--- src/rtl/otus_binarize_if.sv ---
// Pixel/threshold bus for otus_binarize. The slave side is the binarizer.
// The master side is the video source and the threshold DSP.
interface otus_binarize_if;
  logic       thr_vld;
  logic [7:0] thr;
  logic [7:0] iGray_orig;
  logic       hs;
  logic       vs;
  logic       de;
  logic [7:0] oBin;
  logic       o_hs;
  logic       o_vs;
  logic       o_de;
  logic [7:0] thr_active;
  logic       thr_stale;

  modport master (
    output thr_vld, thr, iGray_orig, hs, vs, de,
    input  oBin, o_hs, o_vs, o_de, thr_active, thr_stale
  );

  modport slave (
    input  thr_vld, thr, iGray_orig, hs, vs, de,
    output oBin, o_hs, o_vs, o_de, thr_active, thr_stale
  );
endinterface

--- src/rtl/otus_binarize.sv ---
// otus_binarize: applies the per-frame Otsu threshold to a gray stream, 2-cycle latency, no backpressure.
// Defining OTUS_BIN_INVERT_EN inverts the mask polarity (dark foreground).
module otus_binarize #(
  parameter logic [7:0]  DEFAULT_THR  = 8'd128,
  parameter int unsigned STALE_FRAMES = 4
) (
  input logic            clock,
  input logic            rst_n,
  otus_binarize_if.slave bus
);

  localparam logic [3:0] STALE_LIM = 4'(STALE_FRAMES);

  typedef enum logic [1:0] {INIT, FRESH, STALE} state_t;

  state_t     state_q;
  state_t     state_d;
  logic [3:0] stale_cnt;
  logic [3:0] cnt_d;

  logic       prev_vs;
  logic       fs;
  logic       load;
  logic [7:0] thr_active;
  logic [7:0] thr_next;
  logic [7:0] pend_thr;
  logic       pend_flag;

  logic       hit;
  logic [7:0] bin_s1;
  logic       hs_s1;
  logic       vs_s1;
  logic       de_s1;
  logic [7:0] bin_s2;
  logic       hs_s2;
  logic       vs_s2;
  logic       de_s2;

  assign fs   = bus.vs & ~prev_vs;
  assign load = fs & (bus.thr_vld | pend_flag);

  // A pulse landing on the FS cycle beats any older pending value.
  always_comb begin
    thr_next = thr_active;
    if (fs) begin
      if (bus.thr_vld)
        thr_next = bus.thr;
      else if (pend_flag)
        thr_next = pend_thr;
    end
  end

`ifdef OTUS_BIN_INVERT_EN
  assign hit = (bus.iGray_orig <= thr_next);
`else
  assign hit = (bus.iGray_orig > thr_next);
`endif

  always_ff @(posedge clock or negedge rst_n) begin
    if (!rst_n) begin
      prev_vs    <= 1'b0;
      thr_active <= DEFAULT_THR;
      pend_thr   <= 8'h00;
      pend_flag  <= 1'b0;
    end else begin
      prev_vs    <= bus.vs;
      thr_active <= thr_next;
      if (fs) begin
        pend_flag <= 1'b0;
      end else if (bus.thr_vld) begin
        pend_thr  <= bus.thr;
        pend_flag <= 1'b1;
      end
    end
  end

  always_ff @(posedge clock or negedge rst_n) begin
    if (!rst_n) begin
      bin_s1 <= 8'h00;
      hs_s1  <= 1'b0;
      vs_s1  <= 1'b0;
      de_s1  <= 1'b0;
      bin_s2 <= 8'h00;
      hs_s2  <= 1'b0;
      vs_s2  <= 1'b0;
      de_s2  <= 1'b0;
    end else begin
      bin_s1 <= (bus.de && hit) ? 8'hFF : 8'h00;
      hs_s1  <= bus.hs;
      vs_s1  <= bus.vs;
      de_s1  <= bus.de;
      bin_s2 <= de_s1 ? bin_s1 : 8'h00;
      hs_s2  <= hs_s1;
      vs_s2  <= vs_s1;
      de_s2  <= de_s1;
    end
  end

  always_ff @(posedge clock or negedge rst_n) begin
    if (!rst_n) begin
      state_q   <= INIT;
      stale_cnt <= 4'd0;
    end else begin
      state_q   <= state_d;
      stale_cnt <= cnt_d;
    end
  end

  // INIT only leaves on a load, so it can never age into STALE.
  always_comb begin
    state_d = state_q;
    cnt_d   = stale_cnt;
    case (state_q)
      INIT: begin
        if (load) begin
          state_d = FRESH;
          cnt_d   = 4'd0;
        end
      end
      FRESH, STALE: begin
        if (load) begin
          state_d = FRESH;
          cnt_d   = 4'd0;
        end else if (fs) begin
          if (stale_cnt != 4'hF)
            cnt_d = stale_cnt + 4'd1;
          if (cnt_d >= STALE_LIM)
            state_d = STALE;
        end
      end
      default: begin
        state_d = INIT;
        cnt_d   = 4'd0;
      end
    endcase
  end

  assign bus.oBin       = bin_s2;
  assign bus.o_hs       = hs_s2;
  assign bus.o_vs       = vs_s2;
  assign bus.o_de       = de_s2;
  assign bus.thr_active = thr_active;
  assign bus.thr_stale  = (state_q == STALE);

endmodule

--- src/flat_wrapper.sv ---
// flat-port wrapper written by rule: the top's interface ports become plain ports
module otus_binarize_flat 
#(
  parameter logic [7:0]  DEFAULT_THR  = 8'd128,
  parameter int unsigned STALE_FRAMES = 4
)
  (clock, rst_n, bus_thr_vld, bus_thr, bus_iGray_orig, bus_hs, bus_vs, bus_de, bus_oBin, bus_o_hs, bus_o_vs, bus_o_de, bus_thr_active, bus_thr_stale);
  otus_binarize_if bus_i ();
  input logic clock;
  input logic rst_n;
  input wire logic [$bits(bus_i.thr_vld)-1:0] bus_thr_vld;
  input wire logic [$bits(bus_i.thr)-1:0] bus_thr;
  input wire logic [$bits(bus_i.iGray_orig)-1:0] bus_iGray_orig;
  input wire logic [$bits(bus_i.hs)-1:0] bus_hs;
  input wire logic [$bits(bus_i.vs)-1:0] bus_vs;
  input wire logic [$bits(bus_i.de)-1:0] bus_de;
  output wire logic [$bits(bus_i.oBin)-1:0] bus_oBin;
  output wire logic [$bits(bus_i.o_hs)-1:0] bus_o_hs;
  output wire logic [$bits(bus_i.o_vs)-1:0] bus_o_vs;
  output wire logic [$bits(bus_i.o_de)-1:0] bus_o_de;
  output wire logic [$bits(bus_i.thr_active)-1:0] bus_thr_active;
  output wire logic [$bits(bus_i.thr_stale)-1:0] bus_thr_stale;
  assign bus_i.thr_vld = bus_thr_vld;
  assign bus_i.thr = bus_thr;
  assign bus_i.iGray_orig = bus_iGray_orig;
  assign bus_i.hs = bus_hs;
  assign bus_i.vs = bus_vs;
  assign bus_i.de = bus_de;
  assign bus_oBin = bus_i.oBin;
  assign bus_o_hs = bus_i.o_hs;
  assign bus_o_vs = bus_i.o_vs;
  assign bus_o_de = bus_i.o_de;
  assign bus_thr_active = bus_i.thr_active;
  assign bus_thr_stale = bus_i.thr_stale;
  otus_binarize #(.DEFAULT_THR(DEFAULT_THR), .STALE_FRAMES(STALE_FRAMES)) u_core (.clock(clock), .rst_n(rst_n), .bus(bus_i));
endmodule
--- config.mk ---
export PLATFORM = sky130hd
export DESIGN_NAME = otus_binarize_flat
export DESIGN_NICKNAME = d
export VERILOG_FILES = /design/src/rtl/otus_binarize_if.sv /design/src/rtl/otus_binarize.sv /design/src/flat_wrapper.sv
export SDC_FILE = /design/constraint.sdc
export NUM_CORES = 1
export LEC_CHECK = 0
export CAP_MARGIN = 20
export CORE_ASPECT_RATIO = 1.4
export CORE_MARGIN = 5
export CORE_UTILIZATION = 50
export CTS_CLUSTER_SIZE = 12
export DETAILED_ROUTE_END_ITERATION = 8
export PLACE_DENSITY_LB_ADDON = 0.05
export SLEW_MARGIN = 30
export SYNTH_ARGS = -nofsm -noshare
export SYNTH_HDL_FRONTEND = slang
export SYNTH_SLANG_ARGS = --single-unit
--- constraint.sdc ---
create_clock -name clock -period 5.1 [get_ports clock]
set_input_delay 1.02 -clock clock [delete_from_list [all_inputs] [get_ports clock]]
set_output_delay 1.02 -clock clock [all_outputs]
set_load 0.01 [all_outputs]
==> results.py <==
metrics = {
    "run_status": {
        "outcome": "complete, no violations",
    },
    "cts": {
        "cts.sinks": 31,
        "cts.path.max_buffers": 2,
        "cts_setup_buffers": 0,
        "cts-root-buf": "clkbuf_8",
        "cts_tree": "yes",
        "clkTransAtPathRegs_ns": 0.07,
        "h-tree-depth": 2,
        "cts_hold_buffers": 0,
        "clock_latency_ns": 0.29,
        "cts_inserted_buffers": 5,
        "post_cts_resized": 0,
    },
    "worst_setup_path": {
        "required_ns": 5.28,
        "crit_arrival_ns": 3.21,
        "start_kind": "input port",
        "crit_type": "input port to flip-flop",
        "r2r-start": "u_core.prev_vs$_DFF_PN0_",
        "r2r-end": "u_core.bin_s1[6]$_DFF_PN0_",
        "path_max_fanout": 15,
        "end_kind": "flip-flop",
        "r2r_cells": 8,
        "crit_path_start": "bus_vs",
        "reg2reg_slack_ns": 2.97,
        "crit_end": "u_core.bin_s1[6]$_DFF_PN0_",
    },
    "drt": {
        "route.detailed.drc": 0,
        "vias_per_cell": 5.741,
        "routedWlPerCell_um": 16.55,
        "num_vias": 1332,
        "drtAntennaViolNets": 0,
        "drt-total-wl_mm": 3.839,
        "drtPass1Iterations": 4,
        "initialDrtViolationCount": 44,
    },
    "floorplan": {
        "die_h_um": 80.66,
        "die_area_um2": 4877,
        "start_util": 0.5229,
        "die-width_um": 60.47,
        "core_area_um2": 3410,
        "io_pins": 42,
        "num_rows": 25,
    },
    "sta": {
        "rsz0062_at_grt": "no",
        "skew_ns": 0.008809,
        "worstMarginPinSlew_ns": 0.5078,
        "finalHoldViolCount": 0,
        "fin_crit_ns": 3.030,
        "fin_crit_sh": 0.5940,
        "slew_headroom": 0.6615,
        "tns_ns": 0,
        "fmax_ghz": 0.3301,
        "drv_slew": 0,
        "setup_viol": 0,
        "holdWs_ns": 0.3563,
    },
    "synth": {
        "ys_top_cells_by_area": "dfrtp_1, ha_1, mux2_2, a221oi_2, a221o_1",
        "synthesis.area_um2": 1783,
        "synthFlopType": "dfrtp_1",
        "async_reset_ff_frac": 1.000,
        "syn_inst": 158,
        "synth_edf_count": 0,
        "synth_cell_types": 45,
        "synth_nets": 192,
        "synth_largest_area_cell": "dfrtp_1",
        "yosysSeqAreaShare": 0.4358,
        "ys_ff_latch": 31,
        "ys_warn_count": 0,
        "post-synth-top-area-fraction": 0.4211,
        "syn_avg_cell_area_um2": 11.28,
    },
    "cells_and_area": {
        "fin_area_um2": 2222,
        "fillers": 274,
        "fin_util": 0.6517,
        "diodes": 0,
        "synthToLayoutAreaGrowth_pct": 24.63,
        "nets": 226,
        "drive_gt1_frac": 0.1667,
    },
    "power_and_ir_drop": {
        "clockPowerShare": 0.254,
        "p_int_w": 0.0005312,
        "p_sw_w": 0.0002397,
        "p_comb_frac": 0.329,
        "power_density_nw_per_um2": 346.9,
        "switching_share": 0.3110,
        "p_leak_nw": 0.9099,
        "seqPwrFrac": 0.417,
        "irDropWorstVdd_v": 0.0002710,
    },
    "flow_run": {
        "drv_cap": 0,
    },
    "placement": {
        "io_buffers": 41,
        "gp_congestion": 0.7559,
        "hpwl_mm": 2.916,
        "place_area_um2": 2135,
    },
    "global_route": {
        "overflow": 0,
        "grt_use_total": 0.1810,
        "grt_pass1_vias": 1397,
        "grt_max_degree": 32,
        "grt_first_pass_wirelength_mm": 6.548,
        "antenna_found_initial": 0,
    },
    "worst_hold_path": {
        "whs_path_depth": 0,
        "hold_class": "flip-flop to flip-flop",
    },
}
-- through the flow --
stage | cells | total power (W) | worst slack [ns]
final | 232 | 0.0007709 | 2.070
after global routing | 232 | 0.0008240 | 1.944
after CTS | 232 | 0.0007815 | 2.068
after detailed placement | 225 | 0.0005825 | 1.746
after global placement | 225 | 0.0005731 | 1.812
after floorplan | 158 | 0.0004857 | 2.416
-- cell usage after synthesis (2+ instances only) --
cell,n
inv_1,4
a221oi_1,2
buf_2,3
buf_4,9
nand2b_1,7
nand4_1,2
nor2_1,5
nor2b_1,3
nand2_1,3
o21ai_0,4
nand3_1,8
and2_1,3
a221oi_2,5
buf_6,3
a221o_1,7
a21oi_1,13
ha_1,12
mux2_2,9
dfrtp_1,30
-- how the worst min path moves through the flow --
stage / from / endpoint / slack (ns)
2_1_floorplan: u_core.hs_s1$_DFF_PN0_ / u_core.bus.o_hs$_DFF_PN0_ / 0.33
3_3_place_gp: u_core.hs_s1$_DFF_PN0_ / u_core.bus.o_hs$_DFF_PN0_ / 0.34
3_5_place_dp: u_core.hs_s1$_DFF_PN0_ / u_core.bus.o_hs$_DFF_PN0_ / 0.35
4_1_cts: u_core.hs_s1$_DFF_PN0_ / u_core.bus.o_hs$_DFF_PN0_ / 0.36
5_1_grt: u_core.hs_s1$_DFF_PN0_ / u_core.bus.o_hs$_DFF_PN0_ / 0.38
6_report: u_core.hs_s1$_DFF_PN0_ / u_core.bus.o_hs$_DFF_PN0_ / 0.36
-- power by group through the flow --
| stage | registers [W] | logic, W | clock network, W |
|---|---|---|---|
| 5_1_grt | 0.000329 | 0.000281 | 0.000214 |
| 6_report | 0.000322 | 0.000254 | 0.000196 |
| 3_5_place_dp | 0.000326 | 0.000256 | 0 |
| 4_1_cts | 0.000322 | 0.000257 | 0.000203 |
| 3_3_place_gp | 0.000323 | 0.000250 | 0 |
| 2_1_floorplan | 0.000323 | 0.000163 | 0 |
-- critical path, stage by stage --
cell,delay (ns)
clkdlybuf4s50_1,0.55
nor2b_4,0.35
and2_4,0.32
a221oi_1,0.11
ha_1,0.30
nor2b_1,0.13
o211ai_1,0.16
a21oi_1,0.09
o21ba_2,0.19
-- cells in the final DEF (no fill, tap or decap), types with 2 or more instances in the layout --
cell type	synthesis	routed
nand3_1	8	8
a21oi_1	13	13
o21ai_0	4	4
dfrtp_1	30	30
nand4_1	2	2
inv_1	4	4
a221oi_2	5	5
clkdlybuf4s50_1	0	41
ha_1	12	12
clkbuf_8	0	6
and2_1	3	3
a221oi_1	2	2
a221o_1	7	7
mux2_2	9	9
nor2b_1	3	3
nor2_1	5	5
nand2_1	3	3
nand2b_1	7	7
-- flip-flops by register name, indices dropped and copies added (netlist names) --
| register | flops |
|---|---|
| u_core.bus.thr_active | 8 |
| u_core.pend_thr | 8 |
| u_core.stale_cnt | 4 |
| u_core.state_q | 2 |
| u_core.bin_s1 | 1 |
| u_core.bus.oBin | 1 |
| u_core.bus.o_de | 1 |
| u_core.bus.o_hs | 1 |
| u_core.bus.o_vs | 1 |
| u_core.de_s1 | 1 |
| u_core.hs_s1 | 1 |
| u_core.pend_flag | 1 |
| u_core.prev_vs | 1 |
-- layout make-up --
type                            instances  area [um2]  area share
Timing Repair Buffer                   42       417.9      0.1881
Inverter                                4       15.01    0.006757
Clock buffer                            6       82.58     0.03716
Clock inverter                          1       5.005    0.002252
Multi-Input combinational cell        108       874.6      0.3936
Sequential cell                        31       777.0      0.3497
Tap cell                               40       50.05     0.02252
-- metal layers --
metal | part of all wire | up-vias | track usage
li1 | - | 651 | -
met1 | 0.40 | 638 | 0.2118
met2 | 0.51 | 35 | 0.3149
met3 | 0.066 | 8 | 0.04180
met4 | 0.016 | 0 | 0.06508
met5 | 0 | - | 0
-- logic make-up after synthesis --
kind of cell,share of synthesized area
fa+ha+maj,0.08421
compound gates,0.2162
buf+inv,0.07368
simple gates,0.1333
mux,0.05684
flops,0.4358
Note: power is estimated with default switching activity, not from simulation.
